### config.mk
export PLATFORM = sky130hd
export DESIGN_NAME = pads_cnfg_loader
export DESIGN_NICKNAME = d
export VERILOG_FILES = /design/src/rtl/pads_cnfg_loader.sv
export SDC_FILE = /design/constraint.sdc
export NUM_CORES = 1
export LEC_CHECK = 0
export CORE_UTILIZATION = 53
export DETAILED_ROUTE_END_ITERATION = 6
export GPL_ROUTABILITY_DRIVEN = 0
export PLACE_DENSITY = 0.77
export SLEW_MARGIN = 20
export SYNTH_ARGS = -nofsm -noshare
export SYNTH_HDL_FRONTEND = slang
export SYNTH_SLANG_ARGS = --single-unit
### constraint.sdc
create_clock -name clock -period 1.7 [get_ports clock]
set_input_delay 0.34 -clock clock [delete_from_list [all_inputs] [get_ports clock]]
set_output_delay 0.34 -clock clock [all_outputs]
set_load 0.1 [all_outputs]
### src/rtl/pads_cnfg_loader.sv
// pads_cnfg_loader: byte-stream loader for the pad-ring configuration.
// Bytes are assembled little-endian into shadow cnfg_io/cnfg_en vectors. A
// complete frame is committed atomically to the registered outputs.
// Optional build macro PADS_CNFG_CHKSUM_EN appends an XOR checksum byte to
// each frame. When the checksum does not match, the frame is discarded and
// frm_err pulses. Without the macro, frm_err is tied low.
module pads_cnfg_loader #(
    parameter int unsigned NPADS  = 44,
    parameter int unsigned NBYTES = 6
) (
    input  logic             clock,
    input  logic             reset,
    input  logic             frm_start,
    input  logic             in_valid,
    output logic             in_ready,
    input  logic [7:0]       in_data,
    output logic [NPADS-1:0] cnfg_io,
    output logic [NPADS-1:0] cnfg_en,
    output logic             cnfg_upd,
    output logic             busy,
    output logic             frm_err
);

`ifdef PADS_CNFG_CHKSUM_EN
    localparam int unsigned FRAME_LEN = 2 * NBYTES + 1;
`else
    localparam int unsigned FRAME_LEN = 2 * NBYTES;
`endif
    localparam logic [3:0] LAST_IDX = 4'(FRAME_LEN - 1);

    typedef enum logic [1:0] {
        IDLE,
        LOAD,
        COMMIT
    } state_t;

    state_t            state_q, state_d;
    logic [3:0]        cnt_q, cnt_d;
    logic [NPADS-1:0]  sh_io_q, sh_io_d;
    logic [NPADS-1:0]  sh_en_q, sh_en_d;
    logic [NPADS-1:0]  io_q, io_d;
    logic [NPADS-1:0]  en_q, en_d;
    logic              upd_q, upd_d;
    logic              busy_q, busy_d;
    logic              rdy_q, rdy_d;
    logic              accept;
    logic              commit_ok;
    logic [3:0]        idx;

    assign accept = in_valid && rdy_q;

    // State, counter, shadow and output registers.
    always_ff @(posedge clock) begin
        if (reset) begin
            state_q <= IDLE;
            cnt_q   <= '0;
            sh_io_q <= '0;
            sh_en_q <= '0;
            io_q    <= '0;
            en_q    <= '0;
            upd_q   <= 1'b0;
            busy_q  <= 1'b0;
            rdy_q   <= 1'b1;
        end else begin
            state_q <= state_d;
            cnt_q   <= cnt_d;
            sh_io_q <= sh_io_d;
            sh_en_q <= sh_en_d;
            io_q    <= io_d;
            en_q    <= en_d;
            upd_q   <= upd_d;
            busy_q  <= busy_d;
            rdy_q   <= rdy_d;
        end
    end

    // Next-state logic: byte placement, frame sequencing and commit.
    always_comb begin
        state_d = state_q;
        cnt_d   = cnt_q;
        sh_io_d = sh_io_q;
        sh_en_d = sh_en_q;
        io_d    = io_q;
        en_d    = en_q;
        upd_d   = 1'b0;
        // A restart pulse makes the byte in the same cycle byte 0.
        idx     = frm_start ? 4'd0 : cnt_q;
        unique case (state_q)
            IDLE, LOAD: begin
                if (frm_start) begin
                    state_d = IDLE;
                    cnt_d   = '0;
                end
                if (accept) begin
                    for (int unsigned b = 0; b < NPADS; b++) begin
                        if (b / 8 == 32'(idx))
                            sh_io_d[b] = in_data[3'(b % 8)];
                        if (b / 8 + NBYTES == 32'(idx))
                            sh_en_d[b] = in_data[3'(b % 8)];
                    end
                    if (idx == LAST_IDX) begin
                        state_d = COMMIT;
                        cnt_d   = '0;
                    end else begin
                        state_d = LOAD;
                        cnt_d   = idx + 4'd1;
                    end
                end
            end
            COMMIT: begin
                state_d = IDLE;
                if (commit_ok) begin
                    io_d  = sh_io_q;
                    en_d  = sh_en_q;
                    upd_d = 1'b1;
                end
            end
            default: state_d = IDLE;
        endcase
        // Handshake and status are registered, so derive them from next state.
        rdy_d  = (state_d != COMMIT);
        busy_d = (cnt_d != 4'd0) || (state_d == COMMIT);
    end

`ifdef PADS_CNFG_CHKSUM_EN
    logic [7:0] chk_q;
    logic       err_q;

    // Running XOR over the frame; it is zero after a correct checksum byte.
    always_ff @(posedge clock) begin
        if (reset) begin
            chk_q <= '0;
            err_q <= 1'b0;
        end else begin
            if (accept)
                chk_q <= (idx == 4'd0) ? in_data : (chk_q ^ in_data);
            err_q <= (state_q == COMMIT) && (chk_q != 8'h00);
        end
    end

    assign commit_ok = (chk_q == 8'h00);
    assign frm_err   = err_q;
`else
    assign commit_ok = 1'b1;
    assign frm_err   = 1'b0;
`endif

    assign in_ready = rdy_q;
    assign busy     = busy_q;
    assign cnfg_io  = io_q;
    assign cnfg_en  = en_q;
    assign cnfg_upd = upd_q;

endmodule

=== After elaboration in Yosys (flattened, before gate mapping) ===
Index checks and enable logic that the tools add are counted.

* Add/sub/neg operators: 1
* Equality and inequality tests: 16
* Multiplexer cells: 9
* Reductions and logical operators: 18

{| class="wikitable"
|+ Operators by type and width
! cell !! count
|-
| 3-bit AND reduction || 12
|-
| 3-bit by 4-bit equality test with 1-bit output, first input constant || 4
|-
| 4-bit equality test, first input constant || 4
|-
| 4-bit 2-to-1 mux || 4
|-
| 2-bit by 4-bit equality test with 1-bit output, first input constant || 2
|-
| 2-bit 2-to-1 mux || 4
|-
| 4-bit by 1-bit adder with 4-bit output, second input constant || 1
|-
| 1-bit by 4-bit equality test with 1-bit output, first input constant || 1
|-
| 2-bit equality test, second input constant || 2
|-
| 4-bit equality test, second input constant || 1
|-
| 4-bit logical NOT || 1
|-
| 4-bit nonzero test || 1
|-
| 2-bit by 1-bit equality test with 1-bit output, second input constant || 1
|-
| 2-bit logical NOT || 1
|-
| 2-bit inequality test, second input constant || 1
|-
| 2-bit OR reduction || 1
|-
| 1-bit logical AND || 1
|-
| 1-bit logical OR || 1
|-
| 1-bit 2-to-1 mux || 1
|}

* Register bits after elaboration: 185
* Bits of input ports: 12
* Output and inout port bits: 92
* Word-level logic and storage cells: 63

=== Longest topological paths before layout ===
* Depth after elaboration: 7
* Depth in mapped cells: 7

=== Least setup slack after synthesis ===
Ideal clock, no wire load.

* Kind: flip-flop to flip-flop
* Start point: register rdy_q, in the netlist in_ready
* End point: register sh_en_q[24]
* Library setup time: 0.128 ns
* Arrival: 1.964 ns
* Path slack: -0.391 ns
* Cell stages (with the launch flop): 7
* Path through: dfxtp_1 and4bb_2 buf_4 nand4b_1 buf_4 mux2i_1 nor2_1

* Word-level cells in the longest chain between the ends: 2

{| class="wikitable"
|+ Ends and longest elaborated chain
! element !! line !! text
|-
| from (decl) || 45 || <nowiki>logic rdy_q, rdy_d;</nowiki>
|-
| from (signal assigned) || 73 || <nowiki>rdy_q <= rdy_d;</nowiki>
|-
| 1-bit logical AND || 50 || <nowiki>assign accept = in_valid && rdy_q;</nowiki>
|-
| 3-bit AND reduction (no source line) || - ||
|-
| to (signal assigned) || 68 || <nowiki>sh_en_q <= sh_en_d;</nowiki>
|-
| to (decl) || 40 || <nowiki>logic [NPADS-1:0] sh_en_q, sh_en_d;</nowiki>
|}

Every way passes these cells.
A chain may end at the register's enable or synchronous reset.

=== Worst setup path after layout ===
* Start point: input port frm_start
* End point: register sh_io_q[7]

* Word-level cells in the longest chain between the ends: 3

{| class="wikitable"
|+ Ends and longest elaborated chain
! element !! line !! text
|-
| from (decl) || 13 || <nowiki>input logic frm_start,</nowiki>
|-
| 4-bit 2-to-1 mux || 87 || <nowiki>idx = frm_start ? 4'd0 : cnt_q;</nowiki>
|-
| 4-bit logical NOT || 96 || <nowiki>if (b / 8 == 32'(idx))</nowiki>
|-
| 3-bit AND reduction (no source line) || - ||
|-
| to (signal assigned) || 67 || <nowiki>sh_io_q <= sh_io_d;</nowiki>
|-
| to (decl) || 39 || <nowiki>logic [NPADS-1:0] sh_io_q, sh_io_d;</nowiki>
|}

Every way passes these cells.

==> results.tsv <==
stage	metric	value	unit
sta	max_clock_freq	597.6	MHz
pwr	fin_total_pwr	8.463	mW
pwr	pwr_density_cell	893.3	mW/mm^2
sta	drv_slew	0	
placement	numPlacedInstances	995	
critical_path	endpoint_kind	flip-flop	
synthesis	synth.most_common_cell	nand2_1	
status	status	finished, final reports clean	
floorplanning	die-height	114.7	um
critical_path	max_stage_delay	0.54	ns
sta	period_needed	1.673	ns
sta	hold_ws	0.3010	ns
sta	rsz0062_at_grt	true	
critical_path	cp_data_required_time	2.01	ns
synthesis	synth_warnings	0	
synthesis	yosysTopAreaCell	dfxtp_1	
synthesis	ys_types	39	
synthesis	yosys-top-cells-count	nand2_1, dfxtp_1, a21oi_1, nor2_1, mux2i_1	
clocking	clk_pin_slew	0.06	ns
detailed_routing	dr.pass1.iters	5	
clocking	cts_root_buf	clkbuf_16	
detailed_routing	routed_via_density	5.312	
grt	grt.overflow.total	0	
critical_path	worstPathMaxFanout	8	
critical_path	cp_data_arrival_time	1.98	ns
sta	setup_violations	0	
placement	portBuffers	102	
grt	grt_pass1_wl	26.23	mm
floorplanning	rows	40	
critical_path	critPathSlowestCell	clkdlybuf4s50_1	
clocking	cts.sinks	185	
sta	period_share	98.44	%
critical_path	cp-start-kind	primary input	
layout	antenna_cells	0	
synthesis	syn_area_per_cell	8.936	sq um
clocking	cts-htree-levels	4	
synthesis	synth_ff_type	dfxtp_1	
job	drv_cap	0	
placement	placedInstanceArea	0.008896	sq mm
sta	hold_viol_final	0	
floorplanning	start_util	55.10	%
pwr	peakVddDrop	0.0005588	V
grt	antenna_found_initial	0	
synthesis	synth.net_count	766	
grt	grt_usage	25.96	%
clocking	cts.path.max_buffers	2	
detailed_routing	routed_wl	16.07	mm
layout	area_growth_syn_to_layout	40.80	%
layout	instances_no_fill	1025	
synthesis	ys_seq_area_share	55.04	%
detailed_routing	drtIter0Drc	367	
detailed_routing	drc	0	
detailed_routing	ant_nets	0	
synthesis	synth_area_leaders	dfxtp_1, mux2i_1, nand2_1	
floorplanning	die_w	114.7	um
synthesis	ys_ff_latch	185	
layout	fillerInstances	797	
synthesis	async_flop_share	0	%
critical_path	crit_type	primary input to flip-flop	
critical_path	path_buf_inv	1	
floorplanning	die_area	0.01315	sq mm
critical_path	crit_family	buffers and inverters	
synthesis	syn_area	0.006729	sq mm
placement	hpwl	10.28	mm
clocking	cts_tree	done	
synthesis	yosysTopAreaCellShare	55.04	%
layout	fin_area	0.009474	sq mm
clocking	cts_buffers	17	
clocking	insertion_delay	0.43	ns
detailed_routing	routedWlPerCell	15.68	um
floorplanning	top_level_ports	104	
critical_path	crit_chain	clkdlybuf4s50_1 -> nand2b_1 -> ha_1 -> nand3_2 -> mux2i_1 -> nor2_1	
pwr	p_leak	3.919	nW
layout	drive_gt1_share	19.25	%
grt	grt_pass1_vias	5394	
sta	clock_skew	0.006835	ns
layout	nNetsFinal	859	
min_path	holdCritPathClass	primary input to flip-flop	
synthesis	synth_edf_count	0	
grt	grt_max_degree	74	
synthesis	synthCells	753	
floorplanning	coreArea	0.01221	sq mm
detailed_routing	vias	5445	
==> report_power, final <==
group | total, mW | switching (mW) | internal [mW]
sequential | 4.38 | 0.0182 | 4.36
clock | 3.78 | 1.51 | 2.27
combinational | 0.312 | 0.204 | 0.108
total | 8.46 | 1.73 | 6.73
==> registers in the layout (all words and copies together), names as in the netlist <==
name,cells
busy,1
cnfg_en,44
cnfg_io,44
cnfg_upd,1
cnt_q,4
in_ready,1
sh_en_q,44
sh_io_q,44
state_q,2
==> placed cells by master (no fill, tap or decap), types with 3 or more instances in the layout <==
cell type          n
dfxtp_1          182
buf_12            98
buf_4             26
nand3_1            4
inv_1              5
o21ai_0            3
nand2_1          196
nor2_1            82
clkbuf_16         17
clkdlybuf4s50_1   10
nand3_2            5
a21oi_1          102
clkbuf_8           3
clkbuf_1           7
mux2i_1           80
==> layer usage <==
layer	global-route usage, %	vias to the layer above	share of wire [%]
met4	11.00	0	2.1
met5	0	-	0
met3	5.717	29	5.5
met2	44.16	174	50
li1	-	2643	-
met1	31.74	2599	42
==> final timing paths <==
| kind | endpoint | start | slack [ns] | cells past startpoint |
|---|---|---|---|---|
| max reg2reg | busy | cnt_q[1] | 0.08 | 5 |
| max | sh_io_q[7] | frm_start | 0.03 | 6 |
| min reg2reg | cnfg_io[12] | sh_io_q[12] | 0.45 | 2 |
| min | sh_io_q[7] | reset | 0.30 | 2 |
==> kinds of logic (layout without fill, tap and decap cells) <==
group	after synthesis	after routing	synth area share (%)
buffers and inverters	65	169	4.872
adders and majority gates	1	1	0.1859
and+or+nand+nor	306	306	18.97
muxes	80	80	11.90
DFF	185	185	55.04
AOI/OAI and AO/OA	115	115	8.981
other	1	1	0.05573
==> layout make-up <==
class                   count  area [sq um]  area share (%)
flip-flops and latches    185          3710           39.16
multi-input cells         503          2720           28.71
repair buffers            134          2257           23.82
clock buffers              27         493.0           5.203
well taps                 168         210.2           2.219
clock inverters             3         65.06          0.6867
inverters                   5         18.77          0.1981
==> per-stage QoR <==
stage,setup slack [ns],utilization (%),setup TNS [ns]
final,0.02651,77.58,0
after global placement,-0.2974,72.85,-21.59
after detailed placement,-0.3860,72.85,-27.85
after floorplan,0.1386,-,0
after CTS,0.02933,77.42,0
after global routing,-0.05602,77.58,-0.5142
==> repair_timing <==
action,4_1_cts,5_1_grt
hold buffers,0,0
buffers inserted,0,0
hold endpoints to repair,0,0
setup endpoints to repair,0,47
gates resized for setup,0,6
(Power assumes the default switching activity.)
